### src/rtl/bridge_mcu_regs.sv
// MCU-side byte register file feeding the CW305-to-X-HEEP OBI bridge.
// Assembles instruction/address words and captures returned OBI read data.
module bridge_mcu_regs #(
    parameter int ADDR_W  = 8,
    parameter int COUNT_W = 32
) (
    input  logic              clk,
    input  logic              rst_n,
    input  logic [ADDR_W-1:0] mcu_addr,
    input  logic [7:0]        mcu_wdata,
    input  logic              mcu_wr,
    input  logic              mcu_rd,
    output logic [7:0]        mcu_rdata,
    output logic              instr_valid,
    output logic              addr_valid,
    input  logic              rst_instr_valid,
    input  logic              rst_new_address_valid,
    output logic [31:0]       instruction,
    output logic [31:0]       new_section_address,
    input  logic              busy,
    input  logic              OBI_rvalid,
    input  logic [31:0]       OBI_rdata
);

    localparam int CNT_BYTES = (COUNT_W + 7) / 8;

    logic [31:0]        instr_q;
    logic [31:0]        addr_q;
    logic [31:0]        rdata_q;
    logic [COUNT_W-1:0] count_q;
    logic               rdata_valid;
    logic               overrun;
    logic               rdata_lost;

    logic [1:0]  byte_sel;
    logic        instr_hit;
    logic        addr_hit;
    logic        stat_hit;
    logic        rdat_hit;
    logic        cnt_hit;
    logic        rd_en;
    logic        rd_last;
    logic        stat_wr;
    logic        blocked;
    logic [7:0]  status;
    logic [31:0] cnt_ext;
    logic [7:0]  rd_byte;

    assign byte_sel  = mcu_addr[1:0];
    assign instr_hit = mcu_addr[ADDR_W-1:2] == (ADDR_W-2)'(0);
    assign addr_hit  = mcu_addr[ADDR_W-1:2] == (ADDR_W-2)'(1);
    assign stat_hit  = mcu_addr == ADDR_W'(8);
    assign rdat_hit  = mcu_addr[ADDR_W-1:2] == (ADDR_W-2)'(3);
    assign cnt_hit   = (mcu_addr >= ADDR_W'(16)) &&
                       (mcu_addr < ADDR_W'(16 + CNT_BYTES));

    // A simultaneous write wins; the read then returns zero.
    assign rd_en   = mcu_rd && !mcu_wr;
    assign rd_last = rd_en && rdat_hit && (byte_sel == 2'd3);
    assign stat_wr = mcu_wr && stat_hit;
    assign blocked = mcu_wr && ((instr_hit && instr_valid) ||
                                (addr_hit && addr_valid));

    assign status  = {2'b00, rdata_lost, overrun, rdata_valid,
                      busy, addr_valid, instr_valid};
    assign cnt_ext = 32'(count_q);

    assign instruction         = instr_q;
    assign new_section_address = addr_q;

    always_comb begin
        rd_byte = 8'h00;
        unique case (1'b1)
            instr_hit: rd_byte = instr_q[8*byte_sel +: 8];
            addr_hit:  rd_byte = addr_q[8*byte_sel +: 8];
            stat_hit:  rd_byte = status;
            rdat_hit:  rd_byte = rdata_q[8*byte_sel +: 8];
            cnt_hit:   rd_byte = cnt_ext[8*byte_sel +: 8];
            default:   rd_byte = 8'h00;
        endcase
    end

    always_ff @(posedge clk) begin
        if (!rst_n) begin
            mcu_rdata   <= 8'h00;
            instr_q     <= '0;
            addr_q      <= '0;
            rdata_q     <= '0;
            count_q     <= '0;
            instr_valid <= 1'b0;
            addr_valid  <= 1'b0;
            rdata_valid <= 1'b0;
            overrun     <= 1'b0;
            rdata_lost  <= 1'b0;
        end else begin
            if (rd_en) begin
                mcu_rdata <= rd_byte;
            end else if (mcu_rd) begin
                mcu_rdata <= 8'h00;
            end

            if (rst_instr_valid && instr_valid) begin
                instr_valid <= 1'b0;
                count_q     <= count_q + COUNT_W'(1);
            end
            if (mcu_wr && instr_hit && !instr_valid) begin
                instr_q[8*byte_sel +: 8] <= mcu_wdata;
                if (byte_sel == 2'd3) instr_valid <= 1'b1;
            end

            if (rst_new_address_valid && addr_valid) begin
                addr_valid <= 1'b0;
            end
            if (mcu_wr && addr_hit && !addr_valid) begin
                addr_q[8*byte_sel +: 8] <= mcu_wdata;
                if (byte_sel == 2'd3) addr_valid <= 1'b1;
            end

            if (mcu_wr && mcu_addr == ADDR_W'(16)) begin
                count_q <= '0;
            end

            // Set events take priority over a same-cycle W1C.
            if (stat_wr && mcu_wdata[4]) overrun <= 1'b0;
            if (blocked) overrun <= 1'b1;

            if (stat_wr && mcu_wdata[5]) rdata_lost <= 1'b0;
            if (rd_last) rdata_valid <= 1'b0;
            if (OBI_rvalid) begin
                rdata_q     <= OBI_rdata;
                rdata_valid <= 1'b1;
                if (rdata_valid && !rd_last) rdata_lost <= 1'b1;
            end
        end
    end

endmodule

### config.mk
export PLATFORM = sky130hd
export DESIGN_NAME = bridge_mcu_regs
export DESIGN_NICKNAME = d
export VERILOG_FILES = /design/src/rtl/bridge_mcu_regs.sv
export SDC_FILE = /design/constraint.sdc
export NUM_CORES = 1
export LEC_CHECK = 0
export ABC_CLOCK_PERIOD_IN_PS = 2700
export BUFFER_PORTS_ARGS = -buffer_cell sky130_fd_sc_hd__buf_2
export CORE_UTILIZATION = 56
export CTS_BUF_LIST = sky130_fd_sc_hd__clkbuf_16
export DETAILED_ROUTE_END_ITERATION = 6
export PLACE_DENSITY_LB_ADDON = 0.25
export SLEW_MARGIN = 20
export SYNTH_ARGS = -nofsm -noshare
export SYNTH_HDL_FRONTEND = slang
export SYNTH_SLANG_ARGS = --single-unit
### constraint.sdc
create_clock -name clk -period 2.7 [get_ports clk]
set_input_delay 0.54 -clock clk [delete_from_list [all_inputs] [get_ports clk]]
set_output_delay 0.54 -clock clk [all_outputs]
set_load 0.05 [all_outputs]
==> reports/qor.csv <==
metric,value,unit
status,completed,
cts_root_buf,clkbuf_16,
syn_area_per_cell,8.45,sq um
dr.pass1.iters,6,
tightest_slew,540,ps
ys_ff_latch,141,
layout-drive-gt1-share,22.3,%
yosys-top-cells-area,"dfxtp_1 (41%), nand2_1 (7.4%), mux2i_1 (6.1%), and2_1 (5.6%), o21ai_0 (5.3%)",
timing.final.crit_period,2230,ps
max_slew_margin,64.0,%
synth-edff-count,0,
num_rows,40,
numClockSinks,141,
htree_levels,4,
leakage,3.45,nW
postCtsSetupRepairBufs,0,
cts-resized-gates,0,
synth_top_cell_by_area,dfxtp_1,
cts_tree,built,
initial_core_util,57.3,%
syn_nets,873,
maxSlewViolCount,0,
synth_top_flop_cell,dfxtp_1,
via_per_inst,5.85,
ys_top_cells_by_count,"dfxtp_1 (141), nand2_1 (135), o21ai_0 (72)",
syn_to_final_growth,20.7,%
die_area,0.0127,sq mm
gp_congestion,0.961,
n_antenna_cell,0,
worstPathRequired,3020,ps
synthCells,811,
path_max_fanout,11,
rsz0062_at_grt,no,
grt_pass1_wl,32700,um
yosysMostFrequentCell,dfxtp_1,
final_nets,1007,
hold_class,primary input to flip-flop,
power_per_cell_area,556,mW/mm^2
finalWirelength,21100,um
synthArstFlopShare,0,%
avgRoutedWirePerCell,19.1,um
drc,0,
finalSetupTns,0,ps
portBuffers,129,
dpl.cell_count,1073,
ant_nets,0,
antenna_found_initial,0,
dpl_cell_area,0.00774,sq mm
worstSkewPairLatency,430,ps
yosysWarnings,0,
die_height,113,um
path_class,flip-flop to flip-flop,
io_pins,130,
seq_area_frac_synth,41.2,%
ctsHoldBuffers,0,
timing.final.crit_share,82.6,%
hold_slack,363,ps
grt_pass1_vias,5979,
post-place-ws,214,ps
route.vias.total,6468,
cap_violations,0,
skew,7.74,ps
path_clk_slew,60,ps
final_hold_viol_count,0,
dp_hpwl,15600,um
crit_arrival,2550,ps
synth_area,0.00686,sq mm
drt_iter0_drc,760,
grt-ovfl-total,0,
grt_use_total,34.1,%
cp-end-kind,flip-flop,
numCtsBuffers,17,
finalSetupViolations,0,
synth_top_area_share,41.2,%
grt_max_degree,51,
irDropWorstVdd,0.400,mV
die_w,113,um
setup_ws,470,ps
stdcell_count,1105,
fin_area,0.00828,sq mm
cts_buffer_depth,2,
fmax,448,MHz
start_kind,flip-flop,
core_area,0.0120,sq mm
ys_types,58,
[per-layer routing]
| metal | vias to the layer above | global-route usage, % | part of all wire (%) |
|---|---|---|---|
| met4 | 0 | 11.1 | 2.5 |
| li1 | 3113 | - | - |
| met5 | - | 0 | 0 |
| met3 | 52 | 9.02 | 8.8 |
| met2 | 289 | 50.5 | 44 |
| met1 | 3014 | 48.1 | 44 |
[stage by stage]
step	utilization [%]	power, W
6_report	69.2	0.00461
4_1_cts	69.2	0.00461
3_3_place_gp	64.7	0.00250
2_1_floorplan	-	0.00237
3_5_place_dp	64.7	0.00250
5_1_grt	69.2	0.00474
[critical path: stages (launching register included)]
cell and delay, ps:
dfxtp_1 460, and4_1 320, and4_1 230, nand4_1 410
nor4_1 470, xnor2_1 170, nor2_1 50
[cells in the final DEF (no fill, tap or decap), types with 22 or more instances in the layout]
master   count
a21oi_1     22
nor2_1      41
buf_4       32
nand2_1    135
mux2i_1     42
o21ai_0     72
buf_2      129
and2_1      61
nor2b_1     39
dfxtp_1    141
[registers in the layout, summed over array words and instances, names as in the netlist]
signal,flops
mcu_rdata,8
instruction,32
rdata_valid,1
rdata_lost,1
new_section_address,32
instr_valid,1
cnt_ext,32
rdata_q,32
overrun,1
addr_valid,1
[where the power goes]
part | total, W | internal (W) | leakage, nW | switching [W]
Combinational | 0.000330 | 0.000140 | 2.04 | 0.000190
Clock | 0.00214 | 0.00124 | 0.271 | 0.000900
Sequential | 0.00213 | 0.00211 | 1.14 | 0.0000213
Total | 0.00461 | 0.00349 | 3.45 | 0.00111
[cell families (layout without fill, tap and decap cells)]
group | Yosys count | in the layout | synth area share [%]
DFF | 141 | 141 | 41.2
muxes | 54 | 54 | 8.27
xor gates and xnor gates | 26 | 26 | 3.32
and+or+nand+nor | 358 | 358 | 26.4
AOI/OAI and AO/OA | 168 | 168 | 16.2
adders and majority gates | 6 | 6 | 1.10
buffers and inverters | 58 | 205 | 3.63
[path summary, 6_finish.rpt]
check / cells after the start / slack [ps] / from / to
max: 6 / 470 / cnt_ext[12] / cnt_ext[31]
min: 3 / 360 / OBI_rdata[15] / rdata_q[15]
max reg2reg: 6 / 470 / cnt_ext[12] / cnt_ext[31]
min reg2reg: 2 / 480 / rdata_lost / rdata_lost
[final cells by class]
type,instances,area [sq um]
Clock inverter,15,110
Tap cell,147,184
Sequential cell,141,2820
Multi-Input combinational cell,612,3790
Fill cell,1011,3680
Clock buffer,17,425
Inverter,11,41.3
Timing Repair Buffer,162,906
(Power assumes the default switching activity.)
